**src/rtl/board_pkg.sv**
```systemverilog
// Shared types and constants for the playfield renderer: cell colours, the RGB
// palette and the scheduler state encoding.
package board_pkg;

  localparam int CELL_SHIFT = 4;
  localparam int RAM_DEPTH  = 200;

  typedef enum logic [2:0] {EMPTY, I, O, T, S, Z, J, L} cell_color_t;

  typedef struct packed {
    logic [7:0] r;
    logic [7:0] g;
    logic [7:0] b;
  } rgb_t;

  localparam rgb_t PALETTE [8] = '{
    '{8'h20, 8'h20, 8'h20},
    '{8'h00, 8'hFF, 8'hFF},
    '{8'hFF, 8'hFF, 8'h00},
    '{8'hA0, 8'h00, 8'hF0},
    '{8'h00, 8'hFF, 8'h00},
    '{8'hFF, 8'h00, 8'h00},
    '{8'h00, 8'h00, 8'hFF},
    '{8'hFF, 8'hA5, 8'h00}
  };

  localparam rgb_t BORDER_RGB = '{8'h00, 8'h00, 8'h40};

  typedef enum logic {IDLE, CLEAR} state_t;

endpackage

```
**src/rtl/board_ram.sv**
```systemverilog
// Single-port playfield cell store with a registered read port (one cycle of
// latency); addresses beyond the array read back as zero and never write.
module board_ram
  import board_pkg::*;
#(
  parameter int DEPTH = RAM_DEPTH
) (
  input  logic       clk_i,
  input  logic       we_i,
  input  logic [7:0] addr_i,
  input  logic [2:0] wdata_i,
  output logic [2:0] rdata_o
);

  logic [2:0] mem_q [DEPTH];
  logic [2:0] rdata_q;
  logic       addrOk;

  assign addrOk  = int'(addr_i) < DEPTH;
  assign rdata_o = rdata_q;

  always_ff @(posedge clk_i) begin
    if (we_i && addrOk) begin
      mem_q[addr_i] <= wdata_i;
    end
    rdata_q <= addrOk ? mem_q[addr_i] : 3'd0;
  end

endmodule

```
**src/rtl/board_render_scheduler.sv**
```systemverilog
// Shares the playfield RAM between the beam prefetch (absolute priority) and
// game-logic requests, maps cells to RGB and runs the clear sweep.
module board_render_scheduler
  import board_pkg::*;
#(
  parameter int FIELD_X0 = 160,
  parameter int FIELD_Y0 = 80,
  parameter int COLS     = 10,
  parameter int ROWS     = 20
) (
  input  logic       clk_i,
  input  logic       reset_i,
  input  logic [9:0] x_i,
  input  logic [8:0] y_i,
  input  logic       xy_v_i,
  output logic [7:0] r_o,
  output logic [7:0] g_o,
  output logic [7:0] b_o,
  input  logic       req_v_i,
  input  logic       req_we_i,
  input  logic [4:0] req_row_i,
  input  logic [3:0] req_col_i,
  input  logic [2:0] req_data_i,
  output logic       req_ready_o,
  output logic       resp_v_o,
  output logic [2:0] resp_data_o,
  input  logic       clear_i,
  output logic       busy_o,
  output logic       clear_done_o
);

  localparam int FIELD_W = COLS << CELL_SHIFT;
  localparam int FIELD_H = ROWS << CELL_SHIFT;
  localparam int SLOT_X0 = FIELD_X0 - 2;
  localparam logic [7:0] LAST_ADDR = 8'(COLS * ROWS - 1);

  state_t      state_q;
  logic [7:0]  clearAddr_q;
  logic        respV_q;
  logic        rdOor_q;
  logic [2:0]  respHold_q;
  logic        slotDly_q;
  logic        clearDone_q;
  cell_color_t curCell_q;

  logic       inFieldX, inFieldY, vgaSlot, reqInRange, accept;
  logic [9:0] slotOff;
  logic [4:0] beamRow;
  logic [3:0] beamCol;
  logic [7:0] reqAddr, vgaAddr, ramAddr;
  logic       ramWe;
  logic [2:0] ramWdata, ramRdata;
  rgb_t       pix;

  // A fetch slot sits two pixels ahead of each cell so the RAM output can be
  // registered before the cell's first pixel is drawn.
  always_comb begin
    inFieldY   = (int'(y_i) >= FIELD_Y0) && (int'(y_i) < FIELD_Y0 + FIELD_H);
    inFieldX   = (int'(x_i) >= FIELD_X0) && (int'(x_i) < FIELD_X0 + FIELD_W);
    slotOff    = x_i - 10'(SLOT_X0);
    vgaSlot    = xy_v_i && inFieldY && (int'(x_i) >= SLOT_X0) &&
                 (slotOff[CELL_SHIFT-1:0] == '0) &&
                 (int'(slotOff >> CELL_SHIFT) < COLS);
    beamRow    = 5'((int'(y_i) - FIELD_Y0) >> CELL_SHIFT);
    beamCol    = 4'(slotOff >> CELL_SHIFT);
    vgaAddr    = 8'(int'(beamRow) * COLS + int'(beamCol));
    reqInRange = (int'(req_row_i) < ROWS) && (int'(req_col_i) < COLS);
    reqAddr    = 8'(int'(req_row_i) * COLS + int'(req_col_i));
    req_ready_o = (state_q == IDLE) && !vgaSlot;
    accept      = req_v_i && req_ready_o;
    busy_o      = (state_q == CLEAR);
  end

  always_comb begin
    ramAddr  = reqAddr;
    ramWe    = 1'b0;
    ramWdata = req_data_i;
    if (vgaSlot) begin
      ramAddr = vgaAddr;
    end else if (state_q == CLEAR) begin
      ramAddr  = clearAddr_q;
      ramWe    = reset_i;
      ramWdata = 3'd0;
    end else if (accept && req_we_i && reqInRange) begin
      ramWe = reset_i;
    end
  end

  board_ram #(.DEPTH(RAM_DEPTH)) uRam (
    .clk_i  (clk_i),
    .we_i   (ramWe),
    .addr_i (ramAddr),
    .wdata_i(ramWdata),
    .rdata_o(ramRdata)
  );

  // Read data is only valid in the cycle after acceptance, so the visible
  // value is taken from the RAM then and held afterwards.
  always_comb begin
    resp_v_o     = respV_q;
    clear_done_o = clearDone_q;
    resp_data_o  = respHold_q;
    if (respV_q) begin
      resp_data_o = rdOor_q ? 3'd0 : ramRdata;
    end
    pix = '0;
    if (xy_v_i) begin
      pix = (inFieldX && inFieldY) ? PALETTE[curCell_q] : BORDER_RGB;
    end
    r_o = pix.r;
    g_o = pix.g;
    b_o = pix.b;
  end

  always_ff @(posedge clk_i) begin
    if (!reset_i) begin
      state_q     <= CLEAR;
      clearAddr_q <= '0;
      clearDone_q <= 1'b0;
      respV_q     <= 1'b0;
      rdOor_q     <= 1'b0;
      respHold_q  <= '0;
      slotDly_q   <= 1'b0;
      curCell_q   <= EMPTY;
    end else begin
      clearDone_q <= 1'b0;
      respV_q     <= accept && !req_we_i;
      if (accept && !req_we_i) begin
        rdOor_q <= !reqInRange;
      end
      if (respV_q) begin
        respHold_q <= resp_data_o;
      end
      slotDly_q <= vgaSlot;
      if (slotDly_q) begin
        curCell_q <= cell_color_t'(ramRdata);
      end
      case (state_q)
        IDLE: begin
          if (clear_i) begin
            state_q <= CLEAR;
          end
        end
        CLEAR: begin
          if (!vgaSlot) begin
            if (clearAddr_q == LAST_ADDR) begin
              state_q     <= IDLE;
              clearAddr_q <= '0;
              clearDone_q <= 1'b1;
            end else begin
              clearAddr_q <= clearAddr_q + 8'd1;
            end
          end
        end
      endcase
    end
  end

endmodule
```
**config.mk**
```make
export PLATFORM = sky130hd
export DESIGN_NAME = board_render_scheduler
export DESIGN_NICKNAME = d
export VERILOG_FILES = /design/src/rtl/board_pkg.sv /design/src/rtl/board_ram.sv /design/src/rtl/board_render_scheduler.sv
export SDC_FILE = /design/constraint.sdc
export NUM_CORES = 1
export LEC_CHECK = 0
export ABC_CLOCK_PERIOD_IN_PS = 7300
export BUFFER_PORTS_ARGS = -buffer_cell sky130_fd_sc_hd__buf_4
export CAP_MARGIN = 20
export CORE_MARGIN = 4
export CORE_UTILIZATION = 44
export CTS_CLUSTER_SIZE = 25
export DETAILED_ROUTE_END_ITERATION = 16
export HOLD_SLACK_MARGIN = 0.06
export PLACE_DENSITY = 0.55
export SLEW_MARGIN = 30
export SYNTH_ARGS = -nofsm -noshare
export SYNTH_HDL_FRONTEND = slang
export SYNTH_SLANG_ARGS = --single-unit
```
**constraint.sdc**
```tcl
create_clock -name clk_i -period 7.3 [get_ports clk_i]
set_input_delay 1.095 -clock clk_i [delete_from_list [all_inputs] [get_ports clk_i]]
set_output_delay 1.095 -clock clk_i [all_outputs]
set_load 0.1 [all_outputs]
```
==> impl_metrics.tcl, run 1 <==
set metrics [dict create \
    status "finished, final reports clean" \
    cts_tree "built" \
    place.gp.congestion 0.909 \
    hold_buffers 0 \
    regArea_mm2 0.0185 \
    cts_buffers 68 \
    cap_violations 0 \
    cts.repair.resized 0 \
    final_net_count 2401 \
    post_cts_buffers 0 \
    vias 19868 \
    syn_area_per_cell_um2 12.3 \
    initialDrtViolationCount 2651 \
    netlist_area_mm2 0.0280 \
    yosysWarnings 0 \
    maxSlewViolCount 0 \
    critPathKind "input pin to register" \
    grt_max_degree 93 \
    rows 92 \
    clk_path_buf_depth 3 \
    multiInputGateArea_mm2 0.00863 \
    ant_nets 0 \
    setup_tns_ns 0 \
    first_global_vias 18941 \
    finalCritPeriodShare_pct 80.7 \
    relSlewSlack_pct 32.4 \
    path_clk_slew_ns 0.06 \
    power.total_mw 7.83 \
    hold_path.class "register to register" \
    synth-seq-cells 622 \
    netlist_instances 2274 \
    dr.pass1.iters 6 \
    fin_crit_ns 5.89 \
    fin_skew_ns 0.0213 \
    critPathLaunchType "input pin" \
    drive_above_1_share_pct 12.4 \
    setup_violations 0 \
    place_hpwl_um 59000 \
    antenna_found_initial 1 \
    ys_seq_area_share_pct 66.0 \
    worstMarginPinSlew_ns 1.01 \
    grt.overflow.total 0 \
    fp.dieArea_mm2 0.0676 \
    clk_latency_ns 0.60 \
    gr-usage-met3_pct 4.49 \
    busiest_layer "met2" \
    numClockSinks 622 \
    hold_viol 0 \
    grt_pass1_wl_um 132000 \
    die_height_um 260 \
    drc_errors 0 \
    start_util_pct 44.4 \
    clockRootBuffer "clkbuf_16" \
    io_pins 68 \
    use_met2_pct 41.1 \
    peakVddDrop_v 0.000133 \
    rsz0062_at_grt "false" \
    syn2layout_area_growth_pct 13.0 \
    use_met1_pct 37.6 \
    arrival_ns 6.15 \
    avgRoutedWirePerCell_um 28.5 \
    async_flop_share_pct 0 \
    nFillCells 5525 \
    core_area_mm2 0.0630 \
    ys.flop_type "edfxtp_1" \
    p_per_area_mw_per_mm2 248 \
    htreeDepth 3 \
    synth.distinct_cells 83 \
    p_leak_nw 10.9 \
    wl_um 92000 \
    worstPathMaxFanout 16 \
    fmax_mhz 170 \
    syn_nets 2343 \
    synth_edf_count 600 \
    worstPathRequired_ns 7.56 \
    die_width_um 260 \
    port-buffer-count 67 \
    viasPerCell 6.16 \
    cp-end-kind "register" \
    track_usage_pct 26.7 \
]
-- cell usage in the layout, fill, tap and decap left out, types with 31 or more instances in the layout --
| cell type | synthesis | final |
|---|---|---|
| edfxtp_1 | 600 | 600 |
| mux2i_1 | 77 | 76 |
| a21oi_1 | 60 | 60 |
| o21ai_0 | 31 | 31 |
| nand3_1 | 137 | 137 |
| a211oi_1 | 45 | 45 |
| nor2_1 | 249 | 248 |
| buf_4 | 29 | 134 |
| a31oi_1 | 37 | 36 |
| nand2_1 | 407 | 405 |
| and3_1 | 66 | 66 |
| clkbuf_16 | 0 | 71 |
-- critical path, cell delays in order --
cell and delay [ns]:
buf_4 0.12, o21ai_0 0.40, xor2_1 0.27, ha_1 0.27, ha_1 0.21, inv_1 0.09, fa_1 0.41, nand2b_1 0.21
nor2_1 0.18, nand2_1 0.10, mux2i_1 0.13, a221oi_1 0.30, xnor2_1 0.26, a21oi_1 0.12, buf_4 0.21, nor4_1 0.63
nand2_1 0.65, nor2_1 0.46
-- per-layer routing --
metal | part of all wire, % | vias up
li1 | - | 8599
met1 | 41 | 9845
met2 | 45 | 1215
met3 | 9.6 | 209
met4 | 4.6 | 0
met5 | 0 | -
-- synthesized netlist by cell type (9+ instances only) --
library cell / number / area share, %
edfxtp_1: 600 / 64
nand2_1: 407 / 5.5
nor2_1: 249 / 3.3
nand3_1: 137 / 2.5
mux2i_1: 77 / 2.8
and3_1: 66 / 1.5
buf_2: 65 / 1.2
a21oi_1: 60 / 1.1
clkbuf_1: 54 / 0.72
a211oi_1: 45 / 1.2
a31oi_1: 37 / 0.83
o21ai_0: 31 / 0.55
buf_4: 29 / 0.78
ha_1: 28 / 1.3
inv_1: 25 / 0.34
dfxtp_1: 22 / 1.6
a311oi_1: 18 / 0.56
xnor2_1: 18 / 0.56
and2_1: 17 / 0.38
a2111oi_0: 16 / 0.50
a221oi_1: 16 / 0.50
o211ai_1: 16 / 0.43
a32oi_1: 13 / 0.41
nor4_1: 13 / 0.29
mux2_2: 12 / 0.48
nand4_1: 12 / 0.27
nor3_1: 12 / 0.21
a21o_1: 10 / 0.27
a32o_1: 10 / 0.36
nand2b_1: 9 / 0.20
xor2_1: 9 / 0.28
-- where the power goes --
part / leakage (nW) / internal (mW) / switching (mW)
clock network: 1.00 / 1.84 / 1.39
logic: 4.19 / 0.217 / 0.513
registers: 5.74 / 3.86 / 0.0113
total: 10.9 / 5.92 / 1.91
-- final timing paths --
kind / startpoint / to / slack, ns / depth (start not counted)
hold reg to reg: clearAddr_q[1] / clearAddr_q[1] / 0.52 / 2
hold / removal: clearAddr_q[1] / clearAddr_q[1] / 0.52 / 2
setup / recovery: y_i[5] / uRam.mem_q[161][2] / 1.41 / 18
setup reg to reg: busy_o / uRam.rdata_o[1] / 2.83 / 10
-- registers in the layout, indices dropped and copies added (netlist names) --
register,count
respHold_q,3
clearAddr_q,8
busy_o,1
clear_done_o,1
uRam.rdata_o,3
slotDly_q,1
uRam.mem_q,600
rdOor_q,1
curCell_q,3
resp_v_o,1
-- per-stage QoR --
stage | instances | hold WS, ns | setup slack [ns] | util [%] | instance area, um^2
after CTS | 3223 | 0.524 | 1.48 | 50.1 | 31500
final | 3226 | 0.522 | 1.41 | 50.2 | 31600
after floorplan | 2274 | 0.466 | 0.938 | - | 28000
after global routing | 3225 | 0.561 | 1.03 | 50.2 | 31600
after global placement | 3105 | 0.505 | 1.03 | 46.8 | 29500
after detailed placement | 3106 | 0.515 | 0.885 | 46.9 | 29500
-- cell families (layout without fill, tap and decap cells) --
group	after synthesis	in the layout	share of synthesized area, %
AND/OR/NAND/NOR	964	964	15.4
AO/OA/AOI/OAI	354	354	9.62
adder cells (fa/ha/maj)	32	32	1.54
flip-flops	622	622	66.0
other	0	1	0
multiplexers	89	89	3.24
XOR/XNOR	27	27	0.846
buffers and inverters	186	291	3.36
-- area by class of cell --
type / instances / area share [%]
tap: 846 / 3.35
clock buffer: 84 / 5.78
inverter: 25 / 0.297
timing repair buffer: 149 / 4.16
multi-input combinational: 1466 / 27.3
sequential: 622 / 58.4
clock inverter: 33 / 0.658
antenna: 1 / 0.00792
Power figures use the tool's default switching activity.
==> run 2: changes to the inputs <==
- ABC_CLOCK_PERIOD_IN_PS: 7300 -> 5600
- clock period: 7.3 -> 5.6 ns (I/O delays scaled with it)
==> run 2 against run 1 <==
Non-clock buffer count increased by 88. Sequential power increased by 30%. Register-to-register slack got worse by 1.7 ns. Highest routed layer unchanged. Via count increased by 1.8%. Count of clock-buffer cells in the layout increased by 4. Sequential cell count unchanged. Sequential share of layout area decreased by 1.4 points. Final cell count increased by 2.7%. Clock power increased by 32%.
==> impl_metrics.tcl, run 2 (same netlist as run 1, synthesis figures left out) <==
set metrics [dict create \
    status "finished, final reports clean" \
    arrival_ns 5.86 \
    port-buffer-count 67 \
    grt.overflow.total 0 \
    worstPathMaxFanout 16 \
    fin_crit_ns 5.30 \
    worstPathRequired_ns 6.16 \
    die_height_um 260 \
    peakVddDrop_v 0.000190 \
    cp-startpoint "x_i[1]" \
    rows 92 \
    post_dp_cell_area_mm2 0.0303 \
    critPathLaunchType "input pin" \
    r2r-end "uRam.rdata_o[2]" \
    whs_path_depth 3 \
    hold_viol 0 \
    place.gp.congestion 0.949 \
    viasPerCell 6.10 \
    antenna_cells 0 \
    rsz0062_at_grt "false" \
    initialDrtViolationCount 2408 \
    cp-end-kind "register" \
    io_pins 68 \
    drive_above_1_share_pct 15.4 \
    drc_errors 0 \
    syn2layout_area_growth_pct 15.8 \
    finalCritPeriodShare_pct 94.7 \
    grt_pass1_wl_um 134000 \
    p_leak_nw 11.4 \
    cts_tree "built" \
    dr.pass1.iters 6 \
    vias 20227 \
    cts_buffers 69 \
    fin_skew_ns 0.0319 \
    track_usage_pct 26.9 \
    first_global_vias 19413 \
    wl_um 92800 \
    htreeDepth 3 \
    gr-usage-met3_pct 6.11 \
    final_net_count 2490 \
    fmax_mhz 189 \
    hold_start "clear_i" \
    busiest_layer "met2" \
    cap_violations 0 \
    reg2reg_slack_ns 1.15 \
    use_met2_pct 42.4 \
    top_regs "uRam.mem_q x600, clearAddr_q x8" \
    ant_nets 0 \
    antenna_found_initial 1 \
    regMostFlops "uRam.mem_q" \
    place_hpwl_um 61700 \
    hold_buffers 0 \
    holdPathEnd "busy_o" \
    setup_violations 0 \
    final_common_cell "edfxtp_1" \
    hold_ws_ns 0.511 \
    p_per_area_mw_per_mm2 320 \
    numClockSinks 622 \
    clockRootBuffer "clkbuf_16" \
    grt_max_degree 113 \
    relSlewSlack_pct 32.7 \
    clk_path_buf_depth 3 \
    start_util_pct 44.4 \
    core_area_mm2 0.0630 \
    fp.dieArea_mm2 0.0676 \
    die_width_um 260 \
    use_met1_pct 37.0 \
    fin_area_mm2 0.0324 \
    mostFrequentLayoutCells "edfxtp_1, nand2_1, nor2_1" \
    hold_path.class "input pin to register" \
    critPathKind "input pin to register" \
    worstMarginPinSlew_ns 0.983 \
    avgRoutedWirePerCell_um 28.0 \
    clk_latency_ns 0.61 \
    ff2ff_path_depth 11 \
    cts.repair.resized 0 \
    r2r_start "busy_o" \
    post_cts_buffers 0 \
    path_clk_slew_ns 0.06 \
    largest_reg_flops 600 \
    maxSlewViolCount 0 \
]
==> run 2: cell count changes in the layout (fill, tap and decap cells not counted), sizes merged <==
cell and change:
inv +2, buf +89, clkinv -5, clkbuf +3, diode -1
==> run 2: cell type report <==
class,count,area [um^2]
Clock inverter,30,231
Inverter,25,93.8
Tap cell,846,1060
Sequential cell,622,18500
Clock buffer,88,1850
Multi-Input combinational cell,1466,8610
Timing Repair Buffer,237,2070
Fill cell,5453,30600
==> run 2: worst max-delay path, cell delays in order <==
cell and delay (ns):
buf_4 0.13, ha_1 0.23, and3_1 0.28, xnor2_1 0.15
ha_1 0.22, fa_1 0.55, or3_1 0.41, a211oi_2 0.54
or2_2 0.26, buf_4 0.21, buf_4 0.30, a2111oi_2 0.10
a311oi_1 0.72, nand3_1 0.34, nand4_1 0.21, or4_1 0.19
a311o_1 0.17
==> run 2: report_power, final <==
group | total [mW] | internal (mW) | leakage [nW] | switching [mW]
clock network | 4.25 | 2.43 | 1.02 | 1.82
registers | 5.05 | 5.04 | 5.74 | 0.0137
logic | 1.04 | 0.334 | 4.64 | 0.711
total | 10.3 | 7.80 | 11.4 | 2.54
==> run 2: how the worst max path moves through the flow <==
stage | slack (ns) | cells after the start | endpoint
final | 0.30 | 17 | uRam.rdata_o[1]
after global placement | -0.17 | 17 | uRam.rdata_o[1]
after CTS | 0.44 | 17 | uRam.rdata_o[1]
after global routing | 0.25 | 17 | uRam.rdata_o[1]
after detailed placement | -0.20 | 17 | uRam.rdata_o[1]
after floorplan | 0.53 | 6 | g_o[5]
==> run 2: routing by layer <==
metal  share of wire [%]  wire (um)  vias to the layer above
li1                    -          -                     8782
met1                  41      37700                    10144
met2                  46      42600                     1102
met3                 9.8       9080                      199
met4                 3.7       3450                        0
met5                   0          0                        -
==> run 2: per-stage QoR <==
step                TNS (ns)  util, %  worst slack (ns)  std cells  power (mW)
global route               0     51.4             0.249       3314        10.7
detailed placement    -0.251     48.1            -0.204       3196        6.17
floorplan                  0        -             0.529       2274        5.72
finish                     0     51.4             0.299       3314        10.3
CTS                        0     51.4             0.436       3314        10.4
global placement      -0.168     48.1            -0.168       3196        6.17
